==> src/rtl/mem_arbiter_ctrl.sv <==
// Shares one byte-wide RAM port between instruction fetch and the MEM stage, splitting 1/2/4-byte
// accesses into little-endian byte cycles. Define MEM_ARBITER_RR_EN for round-robin arbitration.
module mem_arbiter_ctrl #(
   parameter int ADDR_W = 32,
   parameter int DATA_W = 32
) (
   input  logic              clk,
   input  logic              rst,
   input  logic              if_req_i,
   input  logic [ADDR_W-1:0] if_addr_i,
   output logic              if_done_o,
   output logic [DATA_W-1:0] if_data_o,
   input  logic              mem_req_i,
   input  logic              mem_wr_i,
   input  logic [1:0]        mem_size_i,
   input  logic [ADDR_W-1:0] mem_addr_i,
   input  logic [DATA_W-1:0] mem_wdata_i,
   output logic              mem_done_o,
   output logic [DATA_W-1:0] mem_rdata_o,
   input  logic [7:0]        ram_din_i,
   output logic [7:0]        ram_dout_o,
   output logic [ADDR_W-1:0] ram_a_o,
   output logic              ram_wr_o,
   output logic              busy_o
);
   typedef enum logic [1:0] {IDLE = 2'd0, RD = 2'd1, WR = 2'd2, DONE = 2'd3} state_t;
   localparam logic OWNER_IF  = 1'b0;
   localparam logic OWNER_MEM = 1'b1;

   function automatic logic [2:0] size_to_n(input logic [1:0] size);
      case (size)
         2'b00:   return 3'd1;
         2'b01:   return 3'd2;
         default: return 3'd4;
      endcase
   endfunction

   function automatic logic [7:0] byte_of(input logic [DATA_W-1:0] d, input logic [1:0] idx);
      return d[{idx, 3'b000} +: 8];
   endfunction

   function automatic logic [ADDR_W-1:0] addr_off(input logic [ADDR_W-1:0] a, input logic [2:0] off);
      return a + {{(ADDR_W-3){1'b0}}, off};
   endfunction

   state_t              state_q, state_d;
   logic [2:0]          cnt_q, cnt_d, n_q, n_d;
   logic [ADDR_W-1:0]   addr_q, addr_d;
   logic [DATA_W-1:0]   wdata_q, wdata_d, buf_q, buf_d;
   logic                owner_q, owner_d;
   logic [DATA_W-1:0]   if_data_q, if_data_d, mem_rdata_q, mem_rdata_d;
   logic                if_done_q, if_done_d, mem_done_q, mem_done_d;
   logic [ADDR_W-1:0]   ram_a_q, ram_a_d;
   logic [7:0]          ram_dout_q, ram_dout_d;
   logic                ram_wr_q, ram_wr_d, busy_q, busy_d;

   logic                any_req_s, grant_mem_s, sel_wr_s;
   logic [ADDR_W-1:0]   sel_addr_s;
   logic [DATA_W-1:0]   sel_wdata_s;
   logic [2:0]          sel_n_s;
   logic [1:0]          rd_idx_s;

   assign any_req_s = if_req_i | mem_req_i;
   // Byte arriving now belongs to the address issued one cycle earlier.
   assign rd_idx_s  = cnt_q[1:0] - 2'd1;

`ifdef MEM_ARBITER_RR_EN
   logic last_grant_q, last_grant_d;

   // Contested grant goes to whoever was not granted last; every grant is remembered.
   always_comb begin
      grant_mem_s = mem_req_i & (~if_req_i | (last_grant_q == OWNER_IF));
      if ((state_q == IDLE) && any_req_s) begin
         last_grant_d = grant_mem_s;
      end else begin
         last_grant_d = last_grant_q;
      end
   end

   // Last-grant register.
   always_ff @(posedge clk) begin
      if (!rst) begin
         last_grant_q <= OWNER_IF;
      end else begin
         last_grant_q <= last_grant_d;
      end
   end
`else
   // Fixed priority: MEM always beats IF.
   always_comb begin
      grant_mem_s = mem_req_i;
   end
`endif

   // Pick the winning requester's transaction fields.
   always_comb begin
      if (grant_mem_s) begin
         sel_addr_s  = mem_addr_i;
         sel_wdata_s = mem_wdata_i;
         sel_n_s     = size_to_n(mem_size_i);
         sel_wr_s    = mem_wr_i;
      end else begin
         sel_addr_s  = if_addr_i;
         sel_wdata_s = '0;
         sel_n_s     = 3'd4;
         sel_wr_s    = 1'b0;
      end
   end

   // Next state; RAM outputs are computed one cycle ahead so they leave straight from flops.
   always_comb begin
      state_d     = state_q;
      cnt_d       = cnt_q;
      n_d         = n_q;
      addr_d      = addr_q;
      wdata_d     = wdata_q;
      owner_d     = owner_q;
      buf_d       = buf_q;
      if_data_d   = if_data_q;
      mem_rdata_d = mem_rdata_q;
      if_done_d   = 1'b0;
      mem_done_d  = 1'b0;
      ram_a_d     = '0;
      ram_dout_d  = 8'h00;
      ram_wr_d    = 1'b0;
      case (state_q)
         IDLE: begin
            if (any_req_s) begin
               owner_d = grant_mem_s;
               addr_d  = sel_addr_s;
               wdata_d = sel_wdata_s;
               n_d     = sel_n_s;
               cnt_d   = 3'd0;
               buf_d   = '0;
               ram_a_d = sel_addr_s;
               if (sel_wr_s) begin
                  state_d    = WR;
                  ram_dout_d = byte_of(sel_wdata_s, 2'd0);
                  ram_wr_d   = 1'b1;
               end else begin
                  state_d = RD;
               end
            end else begin
               state_d = IDLE;
            end
         end
         RD: begin
            if (cnt_q != 3'd0) begin
               buf_d[{rd_idx_s, 3'b000} +: 8] = ram_din_i;
            end else begin
               buf_d = buf_q;
            end
            if (cnt_q == n_q) begin
               state_d = DONE;
               cnt_d   = 3'd0;
               if (owner_q == OWNER_MEM) begin
                  mem_done_d  = 1'b1;
                  mem_rdata_d = buf_d;
               end else begin
                  if_done_d = 1'b1;
                  if_data_d = buf_d;
               end
            end else begin
               cnt_d = cnt_q + 3'd1;
               if (cnt_d < n_q) begin
                  ram_a_d = addr_off(addr_q, cnt_d);
               end else begin
                  ram_a_d = '0;
               end
            end
         end
         WR: begin
            if (cnt_q == (n_q - 3'd1)) begin
               state_d = DONE;
               cnt_d   = 3'd0;
               if (owner_q == OWNER_MEM) begin
                  mem_done_d = 1'b1;
               end else begin
                  if_done_d = 1'b1;
               end
            end else begin
               cnt_d      = cnt_q + 3'd1;
               ram_a_d    = addr_off(addr_q, cnt_d);
               ram_dout_d = byte_of(wdata_q, cnt_d[1:0]);
               ram_wr_d   = 1'b1;
            end
         end
         DONE: begin
            state_d = IDLE;
         end
         default: begin
            state_d = IDLE;
         end
      endcase
      busy_d = (state_d != IDLE);
   end

   // State and output registers.
   always_ff @(posedge clk) begin
      if (!rst) begin
         state_q     <= IDLE;
         cnt_q       <= 3'd0;
         n_q         <= 3'd0;
         addr_q      <= '0;
         wdata_q     <= '0;
         owner_q     <= OWNER_IF;
         buf_q       <= '0;
         if_data_q   <= '0;
         mem_rdata_q <= '0;
         if_done_q   <= 1'b0;
         mem_done_q  <= 1'b0;
         ram_a_q     <= '0;
         ram_dout_q  <= 8'h00;
         ram_wr_q    <= 1'b0;
         busy_q      <= 1'b0;
      end else begin
         state_q     <= state_d;
         cnt_q       <= cnt_d;
         n_q         <= n_d;
         addr_q      <= addr_d;
         wdata_q     <= wdata_d;
         owner_q     <= owner_d;
         buf_q       <= buf_d;
         if_data_q   <= if_data_d;
         mem_rdata_q <= mem_rdata_d;
         if_done_q   <= if_done_d;
         mem_done_q  <= mem_done_d;
         ram_a_q     <= ram_a_d;
         ram_dout_q  <= ram_dout_d;
         ram_wr_q    <= ram_wr_d;
         busy_q      <= busy_d;
      end
   end

   assign if_done_o   = if_done_q;
   assign if_data_o   = if_data_q;
   assign mem_done_o  = mem_done_q;
   assign mem_rdata_o = mem_rdata_q;
   assign ram_a_o     = ram_a_q;
   assign ram_dout_o  = ram_dout_q;
   assign ram_wr_o    = ram_wr_q;
   assign busy_o      = busy_q;
endmodule

==> config.mk <==
export PLATFORM = sky130hd
export DESIGN_NAME = mem_arbiter_ctrl
export DESIGN_NICKNAME = d
export VERILOG_FILES = /design/src/rtl/mem_arbiter_ctrl.sv
export SDC_FILE = /design/constraint.sdc
export NUM_CORES = 1
export LEC_CHECK = 0
export CORE_MARGIN = 3
export CORE_UTILIZATION = 55
export DETAILED_ROUTE_END_ITERATION = 8
export PLACE_DENSITY = 0.83
export SKIP_LAST_GASP = 1
export SLEW_MARGIN = 20
export SYNTH_ARGS = -nofsm -noshare
export SYNTH_HDL_FRONTEND = slang
export SYNTH_SLANG_ARGS = --single-unit
==> constraint.sdc <==
create_clock -name clk -period 5.3 [get_ports clk]
set_input_delay 0.53 -clock clk [delete_from_list [all_inputs] [get_ports clk]]
set_output_delay 0.53 -clock clk [all_outputs]
set_load 0.01 [all_outputs]
## Yosys cells after proc, flatten, opt, wreduce, memory -nomap -nowiden

Cells that the tools add are included.

- $add $sub $neg: 5
- Magnitude comparators: 1
- Equal/unequal tests: 7
- Shift-type cells: 3
- Multiplexer cells: 39
- Bitwise operators: 2
- Reductions and logical operators: 11

Operators with widths:

| cell | number |
|---|---|
| two-way mux 32 bit | 8 |
| one-hot mux 32 bit (3 select lines) | 1 |
| one-hot mux 32 bit (2 select lines) | 1 |
| adder 32 x 3 -> 32 bit | 1 |
| bitwise mux 32 bit | 1 |
| variable shift 8 x 7 -> 32 bit (first input constant) | 1 |
| variable part select 32 x 6 -> 8 bit | 1 |
| variable part select 8 x 7 -> 32 bit | 1 |
| two-way mux 8 bit | 3 |
| one-hot mux 8 bit (2 select lines) | 1 |
| two-way mux 3 bit | 4 |
| two-way mux 1 bit | 10 |
| one-hot mux 3 bit (3 select lines) | 1 |
| two-way mux 2 bit | 4 |
| one-hot mux 2 bit (4 select lines) | 1 |
| negation 5 -> 7 bit | 1 |
| == test 3 bit | 2 |
| one-hot mux 1 bit (2 select lines) | 3 |
| one-hot mux 3 bit (2 select lines) | 1 |
| AND reduction 2 bit | 3 |
| AND reduction 3 bit | 2 |
| nonzero test 3 bit | 2 |
| == test 2 x 1 -> 1 bit (second input constant) | 2 |
| == test 2 bit (second input constant) | 2 |
| other kinds (9) | 11 |

- Bits in registers: 213
- Input bits: 111
- Logic and storage cells: 83

## Longest topological paths before layout

- Word-level depth: 6
- Mapped depth: 11
- Gate-level depth less buffers: 9

## Least setup slack after synthesis

Ideal clock, no wire load.

- Kind: reg2reg
- Start point: register cnt_q[0]
- End point: register ram_a_q[30], in the netlist ram_a_o[30]
- Setup time: 0.086 ns
- Arrival time: 3.420 ns
- Data required time: 5.214 ns
- Setup slack: 1.793 ns
- Stages on the path, launching flop included: 12
- Buffers on the path: 2
- Period minus slack after synthesis: 3.507 ns
- Cells stage by stage: dfxtp_1 -> clkbuf_1 -> inv_1 -> ha_1 -> buf_2 -> inv_1 -> fa_1 -> and2b_1 -> o21ai_1 -> or3_4 -> o31a_1 -> a221oi_2

- Longest elaborated chain between the ends: 5

Ends and longest elaborated chain:

| what | RTL line | source |
|---|---|---|
| start: declaration | 47 | `logic [2:0] cnt_q, cnt_d, n_q, n_d;` |
| start signal: assignment | 218 | `cnt_q <= cnt_d;` |
| adder 3 x 1 -> 3 bit | 164, 182 |  |
| adder 32 x 3 -> 32 bit or < comparator 3 bit (tied branches) | 43, 165 |  |
| two-way mux 32 bit | 165 | `if (cnt_d < n_q) begin` |
| two-way mux 32 bit | 153 | `if (cnt_q == n_q) begin` |
| one-hot mux 32 bit (3 select lines) * | 126 | `case (state_q)` |
| end signal: assignment | 228 | `ram_a_q <= ram_a_d;` |
| end: declaration | 53 | `logic [ADDR_W-1:0] ram_a_q, ram_a_d;` |

Mark *: on every way between the ends. The rest lies on a longest branch, timed or not.
A chain may end at the register's enable or synchronous reset.

## Final worst setup path

- Start point: register cnt_q[0]
- End point: register ram_a_q[24], in the netlist ram_a_o[24]

Same word-level chain as after synthesis.

==> flow_metrics.env <==
export IMPL_finalCriticalPeriod_ns=3.61
export IMPL_maxCapViolCount=0
export IMPL_place_ws_ns=1.69
export IMPL_gp_congestion=0.802
export IMPL_first_pass_iters=5
export IMPL_dr_total_vias=8437
export IMPL_place_area_mm2=0.0119
export IMPL_core_mm2=0.0169
export IMPL_r2r_end="ram_a_o[24]"
export IMPL_top_layer_used="met5"
export IMPL_p_per_area_mw_per_mm2=441
export IMPL_avgRoutedWirePerCell_um=18.3
export IMPL_seq_power_share_pct=38.0
export IMPL_timing_final_crit_share_pct=68.1
export IMPL_cts_htree_levels=1
export IMPL_die_w_um=139
export IMPL_die_y_um=139
export IMPL_switchingPower_mw=1.93
export IMPL_finalPower_mw=5.59
export IMPL_ys_seq_elements=213
export IMPL_finalHoldViolCount=0
export IMPL_async_flop_share_pct=0
export IMPL_postCtsHoldBufs=0
export IMPL_cp_required_ns=5.72
export IMPL_r2r_start="cnt_q[0]"
export IMPL_gr_total_overflow=0
export IMPL_syn2layout_area_growth_pct=30.6
export IMPL_worst_pin_slew_ns=1.11
export IMPL_viasPerCell=5.85
export IMPL_cts_tree="built"
export IMPL_setup_ws_ns=1.69
export IMPL_worstHoldStart="wdata_q[18]"
export IMPL_critPathKind="reg -> reg"
export IMPL_p_int_mw=3.67
export IMPL_layout_drive_gt1_share_pct=6.79
export IMPL_clkLatencyLatePin_ns=0.51
export IMPL_critPathArrivalTime_ns=4.03
export IMPL_post_cts_resized=0
export IMPL_route_met2_wl_mm=12.7
export IMPL_synth_warning_count=0
export IMPL_grt_pass1_wl_mm=43.4
export IMPL_cts_root_buf="clkbuf_16"
export IMPL_min_to="wdata_q[18]"
export IMPL_fmax_ghz=0.277
export IMPL_antenna_left=0
export IMPL_numCtsBuffers=22
export IMPL_synth_area_per_cell_um2=9.37
export IMPL_power_leakage_nw=5.54
export IMPL_nets=1336
export IMPL_synth_seq_area_share_pct=43.9
export IMPL_routed_wl_mm=26.3
export IMPL_switching_share_pct=34.4
export IMPL_antenna_found_initial=3
export IMPL_regArea_mm2=0.00426
export IMPL_die_area_mm2=0.0193
export IMPL_syn_instance_count=1036
export IMPL_crit_path_start_kind="register"
export IMPL_final_cell_mix="clkdlybuf4s50_1, dfxtp_1, nand2_1"
export IMPL_rsz0062_at_grt="no"
export IMPL_slew_limit_headroom_pct=25.2
export IMPL_rows=47
export IMPL_status="finished clean"
export IMPL_path_clk_slew_ns=0.07
export IMPL_initial_utilization_pct=57.3
export IMPL_clkPwrFrac_pct=28.5
export IMPL_track_usage_pct=26.4
export IMPL_path_max_fanout=21
export IMPL_whs_path_depth=2
export IMPL_clk_path_buf_depth=3
export IMPL_syn_area_mm2=0.00970
export IMPL_layout_commonest_cell="clkdlybuf4s50_1"
export IMPL_route_met3_wl_mm=1.84
export IMPL_setup_tns_final_ns=0
export IMPL_rrSetupSlack_ns=1.69
export IMPL_antenna_cells=0
export IMPL_numPortBuffers=218
export IMPL_ir_drop_uv=289
export IMPL_post_cts_buffers=0
export IMPL_drt_iter0_drc=765
export IMPL_synth_distinct_cells=69
export IMPL_reg2reg_depth=9
export IMPL_grt_pass1_vias=8479
export IMPL_grt_start_max_net_pins=97
export IMPL_pin_count=219
export IMPL_nFillCells=1243
export IMPL_drc=0
export IMPL_min_path_type="reg -> reg"
export IMPL_synth_net_count=1165
export IMPL_fin_skew_ns=0.0122
export IMPL_multi_input_area_mm2=0.00505
export IMPL_drv_slew=0
export IMPL_yosys_most_used_dff="dfxtp_1"
export IMPL_clkSinkCount=213
export IMPL_synth_edff_count=0
export IMPL_setup_violations=0
export IMPL_power_frac_comb_pct=33.5
export IMPL_finalInstanceArea_mm2=0.0127
export IMPL_dpl_hpwl_mm=18.1
export IMPL_met1_length_mm=11.2
export IMPL_crit_path_end_kind="register"
[area by class of cell]
cell class | count | share of cell area (%)
Clock inverter | 15 | 1.39
Multi-Input combinational cell | 724 | 39.8
Timing Repair Buffer | 227 | 17.8
Sequential cell | 213 | 33.6
Inverter | 19 | 0.563
Tap cell | 220 | 2.17
Clock buffer | 24 | 4.56
[state kept, by name, summed over array words and instances (netlist names), 2 cells and up]
signal and count:
addr_q 32, buf_q 32, if_data_o 32, mem_rdata_o 32, ram_a_o 32, wdata_q 32
ram_dout_o 8, cnt_q 3, n_q 3, state_q 2
[Yosys cell counts, drive strengths merged, types with 9 or more instances]
master,n,area (µm²)
a21boi,43,323
mux2i,40,400
nand3,39,195
buf,36,181
nor2,53,199
a22oi,17,128
o22ai,16,100
nand2b,15,93.8
nor3,11,60.1
nor2b,15,93.8
ha,17,213
and3,9,56.3
o2bb2ai,32,280
nor4,9,62.6
clkbuf,44,166
nand2,153,577
inv,19,71.3
o211a,75,751
xnor2,22,193
dfxtp,213,4260
a21oi,33,165
and2,35,219
o21ai,12,60.1
[worst max path at each step]
stage                   from          end  slack, ns  cells past startpoint
global route        cnt_q[0]  ram_a_o[24]       1.37                      9
global placement    cnt_q[0]  ram_a_o[27]       1.79                      9
detailed placement  cnt_q[0]  ram_a_o[20]       1.69                      9
finish              cnt_q[0]  ram_a_o[24]       1.69                      9
CTS                 cnt_q[0]  ram_a_o[24]       1.70                      9
floorplan           cnt_q[0]  ram_a_o[30]       1.79                     11
[layer usage]
metal	track usage, %	vias up
li1	-	4049
met1	35.0	4018
met5	0	-
met3	5.62	45
met4	7.16	6
met2	44.0	319
[cells by family after synthesis]
kind of cell	share of synthesized area (%)
compound gates	21.9
buf+inv	4.32
xor+xnor	2.85
flops	43.9
simple gates	18.0
fa+ha+maj	2.40
mux	6.56
[power groups by stage]
stage / logic [mW] / registers [mW] / clock network, mW
global placement: 1.81 / 2.14 / 0
CTS: 1.87 / 2.12 / 1.61
floorplan: 1.07 / 2.18 / 0
finish: 1.88 / 2.13 / 1.59
global route: 2.05 / 2.16 / 1.67
detailed placement: 1.85 / 2.15 / 0
[worst max-delay path, cell delays in order, from the launching register on]
cell and delay [ns]:
dfxtp_1 0.88, inv_1 0.21, ha_1 0.36, buf_4 0.27
ha_1 0.28, nor2b_1 0.12, o21ai_0 0.21, a41o_1 0.59
nand2_2 0.34, o22ai_1 0.25
[stage by stage]
step	std cells	hold slack [ns]	util, %
after floorplan	1036	0.438	-
after global placement	1402	0.449	70.3
after detailed placement	1402	0.460	70.3
after CTS	1441	0.469	74.7
after global routing	1442	0.486	74.8
final	1442	0.467	74.8
Power figures use the tool's default switching activity.
